### src/rtl/dcache_req_sched.sv
// Schedules LSU ports A/B and the cacop engine onto the two-lane dcache request port,
// tracking in-flight requests in order. Optional perf counters: define DCACHE_SCHED_PERF_EN.
module dcache_req_sched #(
   parameter int LINE_W    = 28,
   parameter int OST_DEPTH = 2
) (
   input  logic              clk,
   input  logic              reset,
   input  logic              flush,
   input  logic              a_req,
   input  logic              b_req,
   input  logic [LINE_W-1:0] a_line,
   input  logic [LINE_W-1:0] b_line,
   input  logic              a_uncached,
   input  logic              b_uncached,
   output logic              a_addr_ok,
   output logic              b_addr_ok,
   output logic              a_data_ok,
   output logic              b_data_ok,
   output logic [31:0]       a_rdata,
   output logic [31:0]       b_rdata,
   input  logic              cop_req,
   output logic              cop_ok,
   output logic              dc_p0_valid,
   output logic              dc_p1_valid,
   output logic              dc_p0_is_b,
   output logic              dc_is_cop,
   input  logic              dc_addr_ok,
   input  logic              dc_data_ok,
   input  logic [31:0]       dc_p0_rdata,
   input  logic [31:0]       dc_p1_rdata
`ifdef DCACHE_SCHED_PERF_EN
   ,
   output logic [31:0]       perf_merge_cnt,
   output logic [31:0]       perf_split_cnt,
   output logic [31:0]       perf_full_stall_cnt
`endif
);

   localparam int PTR_W = (OST_DEPTH > 1) ? $clog2(OST_DEPTH) : 1;
   localparam int CNT_W = PTR_W + 1;

   typedef enum logic [1:0] {IDLE, SPLIT_B, COP_DRAIN, COP_ISSUE} state_t;

   typedef struct packed {
      logic a_own;
      logic b_own;
      logic b_lane;
      logic discard;
   } ent_t;

   state_t               state_q, state_d;
   ent_t                 ent_q [OST_DEPTH];
   ent_t                 ent_d [OST_DEPTH];
   logic [OST_DEPTH-1:0] vld_q, vld_d;
   logic [PTR_W-1:0]     wr_ptr_q, wr_ptr_d;
   logic [PTR_W-1:0]     rd_ptr_q, rd_ptr_d;
   logic [CNT_W-1:0]     count_q, count_d;

   logic full, empty, can_issue, merge_ok;
   logic push, pop;
   ent_t push_ent;
   ent_t head;

   assign full      = (count_q == CNT_W'(OST_DEPTH));
   assign empty     = (count_q == '0);
   assign can_issue = !full && !flush;
   assign merge_ok  = (a_line == b_line) && !a_uncached && !b_uncached;
   assign head      = ent_q[rd_ptr_q];
   assign pop       = dc_data_ok && !empty;

   // Responses: routed by the oldest queue entry; discarded entries are swallowed.
   assign a_data_ok = pop && head.a_own && !head.discard;
   assign b_data_ok = pop && head.b_own && !head.discard;
   assign a_rdata   = dc_p0_rdata;
   assign b_rdata   = head.b_lane ? dc_p1_rdata : dc_p0_rdata;

   always_comb begin
      state_d     = state_q;
      dc_p0_valid = 1'b0;
      dc_p1_valid = 1'b0;
      dc_p0_is_b  = 1'b0;
      dc_is_cop   = 1'b0;
      a_addr_ok   = 1'b0;
      b_addr_ok   = 1'b0;
      cop_ok      = 1'b0;
      push        = 1'b0;
      push_ent    = '0;
      unique case (state_q)
         IDLE: begin
            if (cop_req) begin
               if (!flush) state_d = COP_DRAIN;
            end else if (can_issue) begin
               if (a_req) begin
                  // A always goes on lane 0; B rides lane 1 only for a cacheable same-line pair.
                  dc_p0_valid = 1'b1;
                  dc_p1_valid = b_req && merge_ok;
                  if (dc_addr_ok) begin
                     a_addr_ok      = 1'b1;
                     push           = 1'b1;
                     push_ent.a_own = 1'b1;
                     if (b_req && merge_ok) begin
                        b_addr_ok       = 1'b1;
                        push_ent.b_own  = 1'b1;
                        push_ent.b_lane = 1'b1;
                     end else if (b_req) begin
                        state_d = SPLIT_B;
                     end
                  end
               end else if (b_req) begin
                  dc_p0_valid = 1'b1;
                  dc_p0_is_b  = 1'b1;
                  if (dc_addr_ok) begin
                     b_addr_ok      = 1'b1;
                     push           = 1'b1;
                     push_ent.b_own = 1'b1;
                  end
               end
            end
         end
         SPLIT_B: begin
            if (flush || !b_req) begin
               state_d = IDLE;
            end else if (can_issue) begin
               dc_p0_valid = 1'b1;
               dc_p0_is_b  = 1'b1;
               if (dc_addr_ok) begin
                  b_addr_ok      = 1'b1;
                  push           = 1'b1;
                  push_ent.b_own = 1'b1;
                  state_d        = IDLE;
               end
            end
         end
         COP_DRAIN: begin
            if (flush)      state_d = IDLE;
            else if (empty) state_d = COP_ISSUE;
         end
         COP_ISSUE: begin
            // Once presented, the cacop is held regardless of flush until accepted.
            dc_p0_valid = 1'b1;
            dc_is_cop   = 1'b1;
            if (dc_addr_ok) begin
               cop_ok  = 1'b1;
               state_d = IDLE;
            end
         end
         default: state_d = IDLE;
      endcase
   end

   always_comb begin
      ent_d    = ent_q;
      vld_d    = vld_q;
      wr_ptr_d = wr_ptr_q;
      rd_ptr_d = rd_ptr_q;
      count_d  = count_q;
      if (pop) begin
         vld_d[rd_ptr_q] = 1'b0;
         rd_ptr_d        = rd_ptr_q + PTR_W'(1);
      end
      if (push) begin
         ent_d[wr_ptr_q] = push_ent;
         vld_d[wr_ptr_q] = 1'b1;
         wr_ptr_d        = wr_ptr_q + PTR_W'(1);
      end
      // Flush marks every live entry, including one pushed this cycle.
      if (flush) begin
         for (int i = 0; i < OST_DEPTH; i++) begin
            if (vld_d[i]) ent_d[i].discard = 1'b1;
         end
      end
      unique case ({push, pop})
         2'b10:   count_d = count_q + CNT_W'(1);
         2'b01:   count_d = count_q - CNT_W'(1);
         default: count_d = count_q;
      endcase
   end

   always_ff @(posedge clk or posedge reset) begin
      if (reset) begin
         state_q  <= IDLE;
         vld_q    <= '0;
         wr_ptr_q <= '0;
         rd_ptr_q <= '0;
         count_q  <= '0;
         for (int i = 0; i < OST_DEPTH; i++) ent_q[i] <= '0;
      end else begin
         state_q  <= state_d;
         vld_q    <= vld_d;
         wr_ptr_q <= wr_ptr_d;
         rd_ptr_q <= rd_ptr_d;
         count_q  <= count_d;
         for (int i = 0; i < OST_DEPTH; i++) ent_q[i] <= ent_d[i];
      end
   end

`ifdef DCACHE_SCHED_PERF_EN
   logic [31:0] perf_merge_cnt_q, perf_merge_cnt_d;
   logic [31:0] perf_split_cnt_q, perf_split_cnt_d;
   logic [31:0] perf_full_stall_cnt_q, perf_full_stall_cnt_d;
   logic        merge_issue, split_enter, full_stall;

   assign merge_issue = push && push_ent.a_own && push_ent.b_own;
   assign split_enter = (state_q == IDLE) && (state_d == SPLIT_B);
   assign full_stall  = (a_req || b_req) && full;

   // Saturating counters hold at all-ones.
   always_comb begin
      perf_merge_cnt_d      = perf_merge_cnt_q;
      perf_split_cnt_d      = perf_split_cnt_q;
      perf_full_stall_cnt_d = perf_full_stall_cnt_q;
      if (merge_issue && (perf_merge_cnt_q != '1))
         perf_merge_cnt_d = perf_merge_cnt_q + 32'd1;
      if (split_enter && (perf_split_cnt_q != '1))
         perf_split_cnt_d = perf_split_cnt_q + 32'd1;
      if (full_stall && (perf_full_stall_cnt_q != '1))
         perf_full_stall_cnt_d = perf_full_stall_cnt_q + 32'd1;
   end

   always_ff @(posedge clk or posedge reset) begin
      if (reset) begin
         perf_merge_cnt_q      <= '0;
         perf_split_cnt_q      <= '0;
         perf_full_stall_cnt_q <= '0;
      end else begin
         perf_merge_cnt_q      <= perf_merge_cnt_d;
         perf_split_cnt_q      <= perf_split_cnt_d;
         perf_full_stall_cnt_q <= perf_full_stall_cnt_d;
      end
   end

   assign perf_merge_cnt      = perf_merge_cnt_q;
   assign perf_split_cnt      = perf_split_cnt_q;
   assign perf_full_stall_cnt = perf_full_stall_cnt_q;
`endif

endmodule
### config.mk
export PLATFORM = sky130hd
export DESIGN_NAME = dcache_req_sched
export DESIGN_NICKNAME = d
export VERILOG_FILES = /design/src/rtl/dcache_req_sched.sv
export SDC_FILE = /design/constraint.sdc
export NUM_CORES = 1
export LEC_CHECK = 0
export ABC_CLOCK_PERIOD_IN_PS = 2900
export BUFFER_PORTS_ARGS = -buffer_cell sky130_fd_sc_hd__buf_2
export CAP_MARGIN = 5
export CORE_AREA = 2 2 78 80
export CTS_CLUSTER_DIAMETER = 30
export DETAILED_ROUTE_END_ITERATION = 6
export DIE_AREA = 0 0 80 82
export GPL_TIMING_DRIVEN = 0
export PLACE_DENSITY = 0.78
export SETUP_SLACK_MARGIN = 0.4
export SYNTH_ARGS = -nofsm -noshare
export SYNTH_HDL_FRONTEND = slang
export SYNTH_SLANG_ARGS = --single-unit
### constraint.sdc
create_clock -name clk -period 2.9 [get_ports clk]
set_input_delay 0.435 -clock clk [delete_from_list [all_inputs] [get_ports clk]]
set_output_delay 0.435 -clock clk [all_outputs]
set_load 0.05 [all_outputs]
==> flow_summary.toml <==
[run_status]
status = "finished, final reports clean"

[synthesis]
synth.top_cell.area_share_pct = 21.5
synth_cell_type_count = 38
synth_area_leader_cell = "sky130_fd_sc_hd__mux2_1"
synth_area_um2 = 1940
synth-seq-area-share_pct = 20.6
synthesis.area_per_instance_um2 = 8.91
async_reset_ff_share_pct = 100
synth_edf_count = 0
synthFlopType = "sky130_fd_sc_hd__dfrtp_1"
synth-seq-cells = 16
yosysWarningCount = 0
syn-num-nets = 349
ys_top_cells_by_area = "sky130_fd_sc_hd__mux2_1, sky130_fd_sc_hd__dfrtp_1, sky130_fd_sc_hd__buf_4"
synthesized_netlist_cell_count = 218

[timing]
final_min_period_over_clock_period_pct = 84.2
fin_hold_ws_ps = 238
final_critical_path_required_period_ps = 2440
hold_viol_final = 0
timing.max_slew.rel_slack_pct = 61.4
final_max_slew_viol_count = 0
max_clock_freq_mhz = 410
report.final.setup_viol = 0
setup_total_negative_slack_ps = 0
max_clock_skew_ps = 1.16
rsz_0062_raised_after_global_routing = "true"
worst_slew_pin_slew_ps = 579

[layout]
postLayoutCoreUtil_pct = 54.7
area_growth_syn_to_layout_pct = 62.0
postLayoutCellArea_um2 = 3150
post_layout_nonfiller_instances = 500
final_nets = 556
drive_gt1_share_pct = 60.3

[clock_network]
cts_tree = "built"
clk-insertion-delay-late_ps = 250
cts-buffers-inserted = 3
ctsHtreeMaxLevel = 1
ctsHoldBuffers = 0
ctsLongestPathBuffers = 2
clkSinkCount = 16
root_buffer = "sky130_fd_sc_hd__clkbuf_8"
clk_pin_slew_ps = 60

[route]
drc = 0
detail_route.first_pass.iterations = 4
postRouteAntennaNets = 0
routed-via-count = 2292
post_drt_wl_per_cell_um = 13.0
drtIter0Drc = 38
via_per_inst = 4.58
postRouteWirelength_um = 6520

[placed_design]
routabilityCongestion = 0.774
detailed_place.area_um2 = 3060
io_buffer_count = 201
placed_cells_incl_taps = 494
hpwlAfterDp_um = 5770

[setup_path]
timing.critical_path.slowest_cell_delay_ps = 480
crit-reg2reg-launch = "state_q[0]"
critical_path.cell_chain = "buf_2 > nor2b_1 > or4_4 > nor4_4 > a31oi_1 > o21ai_2 > buf_4"
ff2ff_path_depth = 7
endpoint = "b_addr_ok"
setup_cp_type = "in2out"
critical_path.startpoint_type = "input pin"
timing.rr.end = "state_q[1]"
cp_data_required_time_ps = 2470
element_type_at_the_critical_path_end = "primary output"
rrSetupSlack_ps = 770
critical_path.slowest_cell = "sky130_fd_sc_hd__or4_4"
path_buf_inv = 2
critical_path.startpoint = "b_line[22]"
critical_path_peak_fanout = 3
timing.critical_path.arrival_ps = 2010
cp_num_cells = 7
path_delay_family = "simple AND/OR/NAND/NOR gates"

[global_routing]
maximum_number_of_pins_on_one_net_before_global_route_repair = 17
grt_use_total_pct = 18.6
number_of_antenna_violations_at_the_first_check_in_global_routing = 2
globalRouteOverflowTotal = 0
first_global_vias = 2148
grt_pass1_wl_um = 9520

[power_and_ir_drop]
cellLeakagePower_uw = 0.00170
share_clk_of_total_power_pct = 11.7
seq_power_share_pct = 24.3
netSwitchingPower_uw = 659
internal-power_uw = 725
power_frac_comb_pct = 64.0
power.share.switching_pct = 47.6
power_density_relative_to_cell_area_nw_per_um2 = 440
vdd_ir_drop_max_mv = 0.398

[floorplanning]
dieArea_um2 = 6560
fp.dieH_um = 82
floorplan.rows = 28
io-pin-count = 203
floorplan.die.width_um = 80
placeableCoreArea_um2 = 5750
floorplan.initialDensity_pct = 33.8

[flow_run]
cap_viol_max_count = 0

[min_path]
holdCritPathClass = "in2async"
per-stage QoR:
step / total power (µW) / worst slack [ps]
after global placement: 1190 / 349
final: 1380 / 459
after global routing: 1490 / 373
after floorplan: 975 / 410
after detailed placement: 1210 / 313
after CTS: 1380 / 429
cell type report:
cell class                 instances  area [µm²]
buffer                            42         302
antenna                            2        5.00
tap                               75        93.8
clock buffer                       3        41.3
sequential                        16         400
timing repair buffer             202        1020
multi-input combinational        151        1250
fill                             538        2600
inverter                           9        33.8
cell usage in the layout, fill, tap and decap left out, types with 4 or more instances in the layout:
master,Yosys,layout
sky130_fd_sc_hd__xnor2_1,25,25
sky130_fd_sc_hd__nand2b_1,4,4
sky130_fd_sc_hd__inv_1,9,9
sky130_fd_sc_hd__xor2_1,6,6
sky130_fd_sc_hd__nor4_4,3,4
sky130_fd_sc_hd__buf_4,34,37
sky130_fd_sc_hd__mux2_1,37,37
sky130_fd_sc_hd__dfrtp_1,16,16
sky130_fd_sc_hd__o21ai_1,5,4
sky130_fd_sc_hd__nand2_1,15,15
sky130_fd_sc_hd__buf_2,6,202
sky130_fd_sc_hd__nand4_1,6,6
sky130_fd_sc_hd__nor2_1,12,12
power groups by stage:
| stage | combinational (µW) | sequential [µW] | clock [µW] |
|---|---|---|---|
| floorplan | 648 | 327 | 0 |
| global placement | 852 | 335 | 0 |
| detailed placement | 868 | 340 | 0 |
| CTS | 881 | 336 | 167 |
| global route | 965 | 345 | 178 |
| finish | 885 | 336 | 162 |
layer usage:
layer	vias up	GRT usage [%]	part of all wire, %	wire (µm)
li1	1130	-	-	-
met1	1004	18.3	33	2140
met2	147	38.8	54	3490
met3	11	3.19	12	756
met4	0	6.10	2.0	132
met5	-	0	0	0
cell families after synthesis:
family / after synthesis / synth area share, %
and+or+nand+nor: 59 / 18.4
xor gates and xnor gates: 31 / 14.0
buffers and inverters: 51 / 16.8
adders and majority gates: 1 / 0.644
muxes: 39 / 22.5
DFF: 16 / 20.6
AOI/OAI and AO/OA: 21 / 7.02
synth_stat cells (3+ instances only):
cell type and count:
sky130_fd_sc_hd__nand4_1 6, sky130_fd_sc_hd__nor4_4 3, sky130_fd_sc_hd__dfrtp_1 16, sky130_fd_sc_hd__mux2_1 37, sky130_fd_sc_hd__nand2_1 15, sky130_fd_sc_hd__xnor2_1 25, sky130_fd_sc_hd__inv_1 9, sky130_fd_sc_hd__o21ai_0 3
sky130_fd_sc_hd__a31oi_1 3, sky130_fd_sc_hd__nand2b_1 4, sky130_fd_sc_hd__nor2_1 12, sky130_fd_sc_hd__xor2_1 6, sky130_fd_sc_hd__buf_2 6, sky130_fd_sc_hd__o21ai_1 5, sky130_fd_sc_hd__buf_4 34, sky130_fd_sc_hd__or2_1 3
sky130_fd_sc_hd__nor3_1 3
worst min-delay path by stage:
stage | to
floorplan | count_q[0]
global placement | wr_ptr_q
detailed placement | wr_ptr_q
CTS | ent_q[2]
global route | ent_q[4]
finish | ent_q[4]
repair_timing:
item,4_1_cts,5_1_grt
resized for setup,5,4
endpoints found under the setup margin,32,29
pin swaps,0,1
setup buffers,1,0
sequential cells by signal, indices dropped and copies added (netlist names):
| name | cells |
|---|---|
| rd_ptr_q | 1 |
| vld_q | 2 |
| wr_ptr_q | 1 |
| state_q | 2 |
| ent_q | 8 |
| count_q | 2 |
worst reg2reg max path: stages, from the launching register on:
cell                        delay (ps)
sky130_fd_sc_hd__dfrtp_1           380
sky130_fd_sc_hd__buf_2             230
sky130_fd_sc_hd__nor2b_1           310
sky130_fd_sc_hd__a21boi_1          110
sky130_fd_sc_hd__a2111oi_0         470
sky130_fd_sc_hd__a31oi_1            80
sky130_fd_sc_hd__nand2_1           120
sky130_fd_sc_hd__mux2_1            320
(Power assumes the default switching activity.)
